## src/rtl/step_feeder_pkg.sv

```systemverilog
// step_feeder_pkg: shared types and constants for the step command feeder.
//   state_t  - dispatch FSM states
//   CMD_W    - command byte width
//   DIR_BIT  - direction bit position within a command
//   CNT_MSB  - top bit of the step-count field (count occupies CNT_MSB:0)
package step_feeder_pkg;

    localparam int CMD_W   = 8;
    localparam int DIR_BIT = 7;
    localparam int CNT_MSB = 6;

    typedef enum logic [2:0] {
        IDLE,
        SETUP,
        STROBE,
        WAIT_ACK,
        WAIT_DONE
    } state_t;

endpackage

```

## src/rtl/step_cmd_fifo.sv

```systemverilog
// step_cmd_fifo: synchronous command FIFO with wrap-bit pointers.
//   clk, rst_n   - clock, asynchronous active-low reset (pointers only)
//   push, din    - write request and data; accepted when not full or popping
//   pop, dout    - read request and head-of-queue data (pop only when !empty)
//   full, empty  - occupancy flags
//   level        - number of stored entries
module step_cmd_fifo #(
    parameter int DEPTH = 8,
    parameter int W     = 8
) (
    input  logic                     clk,
    input  logic                     rst_n,
    input  logic                     push,
    input  logic [W-1:0]             din,
    input  logic                     pop,
    output logic [W-1:0]             dout,
    output logic                     full,
    output logic                     empty,
    output logic [$clog2(DEPTH):0]   level
);

    localparam int AW = $clog2(DEPTH);

    logic [W-1:0] mem [DEPTH];
    logic [AW:0]  wptr, rptr;
    logic         wr_ok;

    // A simultaneous pop frees the slot the push lands in, so full does not block it.
    assign wr_ok = push && (!full || pop);

    always_ff @(posedge clk or negedge rst_n) begin
        if (!rst_n) begin
            wptr <= '0;
            rptr <= '0;
        end else begin
            if (wr_ok) wptr <= wptr + 1'b1;
            if (pop) rptr <= rptr + 1'b1;
        end
    end

    always_ff @(posedge clk) begin
        if (wr_ok) mem[wptr[AW-1:0]] <= din;
    end

    assign full  = (wptr[AW] != rptr[AW]) && (wptr[AW-1:0] == rptr[AW-1:0]);
    assign empty = wptr == rptr;
    assign level = wptr - rptr;
    assign dout  = mem[rptr[AW-1:0]];

endmodule

```

## src/rtl/step_cmd_feeder.sv

```systemverilog
// step_cmd_feeder: buffers MCU step commands and strobes them into the pulse generator.
//   clk, rst_n        - 20 MHz clock, asynchronous active-low reset
//   host_data/host_wr - command byte and asynchronous MCU write strobe
//   en                - dispatch enable
//   clr_flags         - one-cycle pulse clearing ovf/udf/ack_err
//   gen_busy          - generator busy, same clock domain
//   N, WR             - command and write strobe to the generator
//   fifo_full/empty   - FIFO status, level = occupancy
//   ovf/udf/ack_err   - sticky overflow, underrun and missed-acknowledge flags
module step_cmd_feeder
    import step_feeder_pkg::*;
#(
    parameter int DEPTH       = 8,
    parameter int WR_HIGH     = 4,
    parameter int ACK_TIMEOUT = 16
) (
    input  logic                   clk,
    input  logic                   rst_n,
    input  logic [CMD_W-1:0]       host_data,
    input  logic                   host_wr,
    input  logic                   en,
    input  logic                   clr_flags,
    input  logic                   gen_busy,
    output logic [CMD_W-1:0]       N,
    output logic                   WR,
    output logic                   fifo_full,
    output logic                   fifo_empty,
    output logic [$clog2(DEPTH):0] level,
    output logic                   ovf,
    output logic                   udf,
    output logic                   ack_err
);

    localparam int CMAX = (WR_HIGH > ACK_TIMEOUT) ? WR_HIGH : ACK_TIMEOUT;
    localparam int CW   = $clog2(CMAX) + 1;

    state_t           state, state_n;
    logic [CW-1:0]    cnt;
    logic [2:0]       hs;
    logic             push, pop, armed, set_ack, set_udf, set_ovf;
    logic [CMD_W-1:0] head;

    // hs[1:0] synchronise host_wr; hs[2] is the previous synchronised value for edge detect.
    assign push    = hs[1] & ~hs[2];
    assign set_ovf = push && fifo_full && !pop;

    step_cmd_fifo #(.DEPTH(DEPTH), .W(CMD_W)) u_fifo (
        .clk   (clk),
        .rst_n (rst_n),
        .push  (push),
        .din   (host_data),
        .pop   (pop),
        .dout  (head),
        .full  (fifo_full),
        .empty (fifo_empty),
        .level (level)
    );

    always_comb begin
        state_n = state;
        pop     = 1'b0;
        set_ack = 1'b0;
        set_udf = 1'b0;
        case (state)
            IDLE:      if (en && !fifo_empty && !gen_busy) begin
                           pop     = 1'b1;
                           state_n = SETUP;
                       end
            SETUP:     state_n = STROBE;
            STROBE:    if (cnt == CW'(WR_HIGH - 1)) state_n = WAIT_ACK;
            WAIT_ACK:  if (gen_busy) state_n = WAIT_DONE;
                       else if (cnt == CW'(ACK_TIMEOUT - 1)) begin
                           set_ack = 1'b1;
                           state_n = IDLE;
                       end
            WAIT_DONE: if (!gen_busy) begin
                           state_n = IDLE;
                           set_udf = fifo_empty && armed;
                       end
            default:   state_n = IDLE;
        endcase
    end

    always_ff @(posedge clk or negedge rst_n) begin
        if (!rst_n) begin
            state   <= IDLE;
            cnt     <= '0;
            hs      <= '0;
            N       <= '0;
            WR      <= 1'b0;
            armed   <= 1'b0;
            ovf     <= 1'b0;
            udf     <= 1'b0;
            ack_err <= 1'b0;
        end else begin
            state   <= state_n;
            // cnt restarts on every state change, so it times the current state's dwell.
            cnt     <= (state_n != state) ? '0 : cnt + 1'b1;
            hs      <= {hs[1:0], host_wr};
            WR      <= state_n == STROBE;
            N       <= pop ? head : N;
            armed   <= pop ? 1'b1 : (set_udf ? 1'b0 : armed);
            ovf     <= set_ovf | (ovf & ~clr_flags);
            udf     <= set_udf | (udf & ~clr_flags);
            ack_err <= set_ack | (ack_err & ~clr_flags);
        end
    end

endmodule

```

## config.mk

```make
export PLATFORM = sky130hd
export DESIGN_NAME = step_cmd_feeder
export DESIGN_NICKNAME = d
export VERILOG_FILES = /design/src/rtl/step_feeder_pkg.sv /design/src/rtl/step_cmd_fifo.sv /design/src/rtl/step_cmd_feeder.sv
export SDC_FILE = /design/constraint.sdc
export NUM_CORES = 1
export LEC_CHECK = 0
export ABC_AREA = 1
export CORE_ASPECT_RATIO = 2
export CORE_UTILIZATION = 50
export CTS_CLUSTER_DIAMETER = 200
export CTS_CLUSTER_SIZE = 25
export DETAILED_ROUTE_END_ITERATION = 8
export HOLD_SLACK_MARGIN = 0.08
export PLACE_DENSITY = 0.67
export SLEW_MARGIN = 20
export SYNTH_ARGS = -nofsm -noshare
export SYNTH_HDL_FRONTEND = slang
export SYNTH_SLANG_ARGS = --single-unit
export TNS_END_PERCENT = 10
```

## constraint.sdc

```tcl
create_clock -name clk -period 2.7 [get_ports clk]
set_clock_uncertainty 0.05 [all_clocks]
set_input_delay 0.27 -clock clk [delete_from_list [all_inputs] [get_ports clk]]
set_output_delay 0.27 -clock clk [all_outputs]
set_load 0.02 [all_outputs]
```

; After elaboration in Yosys (flattened, before gate mapping)
; Memories as Yosys holds them, arrays and structs flattened. A register that Yosys moved wholly into a read port is not among the register bits.
; Cells that the tools add are included.
[op_classes]
muxes = 18
n_reduce_logical = 15
n_eq_ne = 11
bitwise = 9
add_sub_neg = 4
[ops]
columns = operator, count
row1 = two-way mux 3 bit, 5
row2 = one-hot mux 3 bit (5 select lines), 1
row3 = two-way mux 1 bit, 11
row4 = equality test 3 x 2 -> 1 bit (second input constant), 3
row5 = adder 4 x 1 -> 4 bit (second input constant), 2
row6 = logical AND 1 bit, 7
row7 = adder 5 x 1 -> 5 bit (second input constant), 1
row8 = equality test 5 x 2 -> 1 bit (second input constant), 1
row9 = equality test 5 x 4 -> 1 bit (second input constant), 1
row10 = zero test 1 bit, 5
row11 = two-way mux 5 bit, 1
row12 = AND 1 bit, 4
row13 = equality test 4 bit, 1
row14 = subtractor 4 bit, 1
row15 = equality test 3 x 1 -> 1 bit (second input constant), 1
row16 = equality test 3 bit, 1
row17 = equality test 3 bit (second input constant), 1
row18 = zero test 3 bit, 1
row19 = inequality test 3 bit, 1
row20 = OR 1 bit, 3
row21 = NOT 1 bit, 2
row22 = nonzero test 2 bit, 1
row23 = logical OR 1 bit, 1
row24 = inequality test 1 bit, 1
[word_totals]
ramBits = 64
input_bits = 14
reg_bits = 24
n_memories = 1
[mem_list]
columns = memory, depth, word_bits, rd, rd_ports_with_merged_regs, write_ports, line
row1 = u_fifo.mem, 8, 8, 1, 1, 1, step_cmd_fifo.sv:24  ; logic [W-1:0] mem [DEPTH];

; Depth between registers and ports, before layout
; Gate-level depths: netlist of the first run.
[depth]
word_depth = 10
ltp_mapped = 11
depth_no_buf = 11

; Cells and area by module
; A second synthesis of the first run with hierarchy kept.
[unflattened]
hier_cells = 406
hier_area_um2 = 4247.8
[modules_own_cells]
columns = module, area_each_um2, n_inst, seq_area_each_um2, cells_per_inst
row1 = step_cmd_fifo, 3219.3, 1, 2122.0, 296
row2 = step_cmd_feeder, 1028.5, 1, 600.6, 110

; Worst setup path before layout of the first run
; Ideal clock, no wire load.
[synth_path]
kind = register -> register
from = reg u_fifo.rptr[1]
to = mem u_fifo.mem[0][0], enable pin
setup_time_ps = 370
arrival_ps = 1869
n_path_buf = 1
stages_incl_launch_ff = 11
required_time_ps = 2280
setup_slack_ps = 411
path_cell_list = dfrtp_1 -> buf_2 -> inv_2 -> ha_1 -> nand2_2 -> nor2_4 -> nand2_4 -> nand2_4 -> a21oi_4 -> nand2_4 -> nor2_1
[synth_via]
elab_chain_len = 10
elab_cells_between_ends = 13
classes_between = eq/ne: 2 / mux: 4 / reduce/logical: 7
[synth_lines]
columns = element, line
row1 = from (decl), step_cmd_fifo.sv:25  ; logic [AW:0] wptr, rptr;
row2 = from (signal assigned), step_cmd_fifo.sv:37  ; if (pop) rptr <= rptr + 1'b1;
row3 = equality test 4 bit, step_cmd_fifo.sv:46  ; assign empty = wptr == rptr;
row4 = zero test 1 bit, step_cmd_feeder.sv:65  ; IDLE: if (en && !fifo_empty && !gen_busy) begin
row5 = logical AND 1 bit (2 in series), step_cmd_feeder.sv:65
row6 = two-way mux 1 bit, step_cmd_feeder.sv:65
row7 = two-way mux 1 bit, step_cmd_feeder.sv:64  ; case (state)
row8 = logical OR 1 bit (*), step_cmd_fifo.sv:29  ; assign wr_ok = push && (!full || pop);
row9 = logical AND 1 bit (*), step_cmd_fifo.sv:29
row10 = two-way mux 1 bit (*), step_cmd_fifo.sv:42  ; if (wr_ok) mem[wptr[AW-1:0]] <= din;
row11 = two-way mux 1 bit (not written as such) (*), step_cmd_fifo.sv:42
row12 = to (decl), step_cmd_fifo.sv:24
; Mark *: on every way between the ends. The rest lies on a longest branch, timed or not.

; Worst setup path after layout of the first run
[layout_path]
from = reg u_fifo.wptr[0]
to = out level[1]
[layout_via]
elab_chain_len = 1
[layout_lines]
columns = element, line
row1 = from (decl), step_cmd_fifo.sv:25
row2 = from (signal assigned), step_cmd_fifo.sv:36  ; if (wr_ok) wptr <= wptr + 1'b1;
row3 = subtractor 4 bit, step_cmd_fifo.sv:47  ; assign level = wptr - rptr;
row4 = to (decl), step_cmd_feeder.sv:28  ; output logic [$clog2(DEPTH):0] level,
; Every way passes these cells.

==> implementation parameters, run 1 <==
Parameter                              Value

Setup path
  Max stage delay on crit path    about 0.6 ns
  Logic depth of the worst path, buffers included    5
  CP max-delay cell    sky130_fd_sc_hd__clkdlybuf4s50_1
  Series of cell instances along the critical path    inv_1, ha_1, fa_1, inv_1, clkdlybuf4s50_1
  Crit-path leading delay family    buffers and inverters
  Cell repeated most along the worst path    sky130_fd_sc_hd__inv_1
  Worst reg2reg endpoint    u_fifo.mem[6][5]
  Arrival time at the worst endpoint    between 2 and 2.5 ns
  Highest fanout seen on the critical path    5
  Type of the worst setup path    flip-flop to primary output
  Startpoint of the lowest-slack register-to-register path    u_fifo.rptr[1]
  Register-to-register path setup slack    0.46 ns
  Kind of end point of the critical path    primary output
  Count of buffering cells on the critical path with inverters included    3
  Kind of start point of the critical path    flip-flop
  Cell depth of the worst flop-to-flop path    9
  Req. time, crit path    roughly 2.4 ns

Timing
  RSZ-0062 raised after global routing    no
  Setup TNS    0 ns
  Achievable frequency    a little under 400 MHz
  Max-slew violation total from the final report    0
  Number of setup violations in the final report    0
  Post-layout minimum cycle time    between 2 and 3 ns
  Slew margin rel.    0.398
  Final worst-path cycle share    0.935
  Count of endpoints failing hold in the final timing report    0
  Worst-Margin Slew    ~0.90 ns

Run
  Count of max-cap constraint violations    0

Logic synthesis
  Sequential-to-total area share from yosys stat    0.662
  Most repeated cell in the gate-level netlist after synthesis    sky130_fd_sc_hd__nor2_1
  Most frequent cells after synthesis    sky130_fd_sc_hd__nor2_1 (78), sky130_fd_sc_hd__edfxtp_1 (64), sky130_fd_sc_hd__nand2_1 (40)
  Synthesis Warnings    0
  Area share of the leading cell type in the synthesized netlist    0.468
  Average instance area after synthesis    approximately 11 µm²
  Primary flip-flop cell chosen by synthesis mapping    sky130_fd_sc_hd__edfxtp_1
  Post-synthesis instance area    0.00411 mm²
  Cell taking the most area after synthesis    sky130_fd_sc_hd__edfxtp_1
  Synthesized Nets    about 390
  Yosys reg bits    96
  Top area cells in the synthesized netlist    sky130_fd_sc_hd__edfxtp_1 (47%), sky130_fd_sc_hd__dfrtp_1 (19%), sky130_fd_sc_hd__nor2_1 (7.1%)
  Number of library cell types mapped by synthesis    31
  Cell count after synthesis    ~370
  EDFF count, synth    64
  Synth async-reset ratio    0.333

Placement
  Quantity of I/O buffers inserted on ports    31
  Final weighted congestion of routability-driven global placement    between 0.8 and 0.9
  Instance count after placement with tap cells included    491
  Final HPWL DP    just under 6 mm

Final layout
  Layout net count    about 430
  Post-route insts no fill    ~500
  Area added between synthesis and finish    17.8%
  Fraction of final layout cells sized beyond drive strength 1    0.124
  Layout fillers    661
  Finished Core Util    0.609
  ANT cells    0

Detailed routing
  Violation count after the first detailed-route iteration    around 150
  Remaining routing DRC violations    0
  Pre-Repair DR Iteration Count    4
  Total number of vias    between 2000 and 3000
  Routed wire length per instance    ~16 µm
  DR vias/cell    between 5 and 6
  ANT nets after route    0
  Routed WL    8.34 mm

CTS
  CTS Sinks    96
  Clock latency of the later-clocked register in the worst-skew pair    0.34 ns
  CTS tree    done
  Number of buffers added for setup after CTS    0
  CTS max path bufs    2
  Clk pin slew, worst setup/hold paths    0.06 ns
  CTS buffer count    9
  Cell chosen for the clock root    sky130_fd_sc_hd__clkbuf_16
  H-tree levels    3
  Count of hold-fix buffers inserted at cts    0

Die
  Placement Rows    46
  Chip Width    around 66 µm
  Initial Util    0.517
  Placeable Area    about 0.0079 mm²
  Die Outline Area    about 0.0086 mm²
  I/O pin count    32
  Vertical die dimension    ~130 µm

Hold path
  Min-Delay Path Class    input port to asynchronous set/reset pin

Status
  Outcome    finished clean

Global route
  Global Route Usage Sum    0.218
  GRT overflow    0
  Initial antenna violation count    0
  Largest net degree at the start of global routing    36
  Via count of the first global-routing pass    ~2600
  Wire length of the first global-routing pass    between 10 and 15 mm

Power and ir drop
  Portion of total power attributed to the clock network    0.230
  Seq pwr share    0.371
  Switching power of the nets    0.00199 W
  Power density over the cells    ~1100 mW/mm²
  Worst voltage drop across the vdd grid    between 0.5 and 0.6 mV
  Internal Dissipation    0.00333 W
  Switching portion of total power    0.373
  Standby leakage power    roughly 1.9 nW
  Relative contribution of combinational cells to total power    0.399
[area by class of cell]
class	count	area (µm²)	area share
Tap cell	96	120	0.0248
Clock inverter	5	55.1	0.0114
Multi-Input combinational cell	228	1200	0.249
Sequential cell	96	2720	0.562
Inverter	28	105	0.0217
Clock buffer	11	233	0.0481
Timing Repair Buffer	43	402	0.0830
[power by group through the flow]
stage | sequential [W] | combinational, W | clock [W]
finish | 0.00197 | 0.00212 | 0.00122
global route | 0.00200 | 0.00236 | 0.00132
CTS | 0.00198 | 0.00216 | 0.00126
detailed placement | 0.00201 | 0.00217 | 0
global placement | 0.00200 | 0.00213 | 0
floorplan | 0.00205 | 0.00139 | 0
[sequential cells by signal (all words and copies together) (netlist names)]
name,flops
armed,1
cnt,5
state,3
ovf,1
u_fifo.rptr,4
WR,1
udf,1
u_fifo.mem,64
N,8
ack_err,1
u_fifo.wptr,4
hs,3
[stage by stage]
stage	setup slack, ns	cell area [µm²]	power [W]	hold WS, ns
floorplan	0.411	4110	0.00344	-0.0756
global placement	0.373	4550	0.00413	0.284
detailed placement	0.363	4550	0.00417	0.304
CTS	0.0606	4840	0.00539	0.282
global route	0.0767	4840	0.00568	0.305
finish	0.176	4840	0.00532	0.283
[cells in the final DEF (no fill, tap or decap), drive strengths merged]
master	instances
dlymetal6s2s	1
o211ai	8
ha	7
o32ai	1
bufinv	1
nand4	1
buf	12
fa	1
o21ai	37
nand3	23
edfxtp	64
clkbuf	11
a21oi	4
nand2	52
o22ai	1
a31oi	1
inv	29
clkinvlp	1
dfrtp	32
dlygate4sd2	1
clkinv	2
and3	1
xor2	6
nor2	82
clkdlybuf4s50	29
xnor2	3
[what timing repair did]
item | CTS | global route
gates resized for setup | 1 | 1
gates cloned | 0 | 0
endpoints found under the hold margin | 0 | 0
endpoints found under the setup margin | 1 | 1
[how the worst max path moves through the flow]
stage | slack [ns] | startpoint | endpoint
CTS | 0.06 | u_fifo.rptr[2] | level[3]
detailed placement | 0.36 | u_fifo.wptr[0] | level[2]
finish | 0.18 | u_fifo.wptr[0] | level[1]
global route | 0.08 | u_fifo.wptr[0] | level[1]
global placement | 0.37 | u_fifo.wptr[0] | level[2]
floorplan | 0.41 | u_fifo.rptr[1] | u_fifo.mem[0][0]
[kinds of logic (layout without fill, tap and decap cells)]
logic type                 Yosys count  after routing  share of synthesized area
and+or+nand+nor                    159            159                      0.174
DFF                                 96             96                      0.662
AOI/OAI and AO/OA                   52             52                     0.0734
buffers and inverters               41             87                     0.0447
xor gates and xnor gates             9              9                     0.0192
adders and majority gates            8              8                     0.0262
[routing by layer]
metal,track usage,vias up,part of all wire
li1,-,1311,-
met1,0.228,1296,0.38
met2,0.400,40,0.59
met3,0.0524,8,0.020
met4,0.100,0,0.015
met5,0,-,0
Note: power is estimated with default switching activity, not from simulation.
==> run 2, diff against run 1 <==
--- a/config.mk
+++ b/config.mk
@@ -11,7 +11,7 @@
 export CTS_CLUSTER_DIAMETER = 200
 export CTS_CLUSTER_SIZE = 25
 export DETAILED_ROUTE_END_ITERATION = 8
-export HOLD_SLACK_MARGIN = 0.08
+export HOLD_SLACK_MARGIN = 0.06
 export PLACE_DENSITY = 0.67
 export SLEW_MARGIN = 20
 export SYNTH_ARGS = -nofsm -noshare
==> results of run 2 <==
Same layout as run 1: the final DEF is identical, and so are final timing and power.
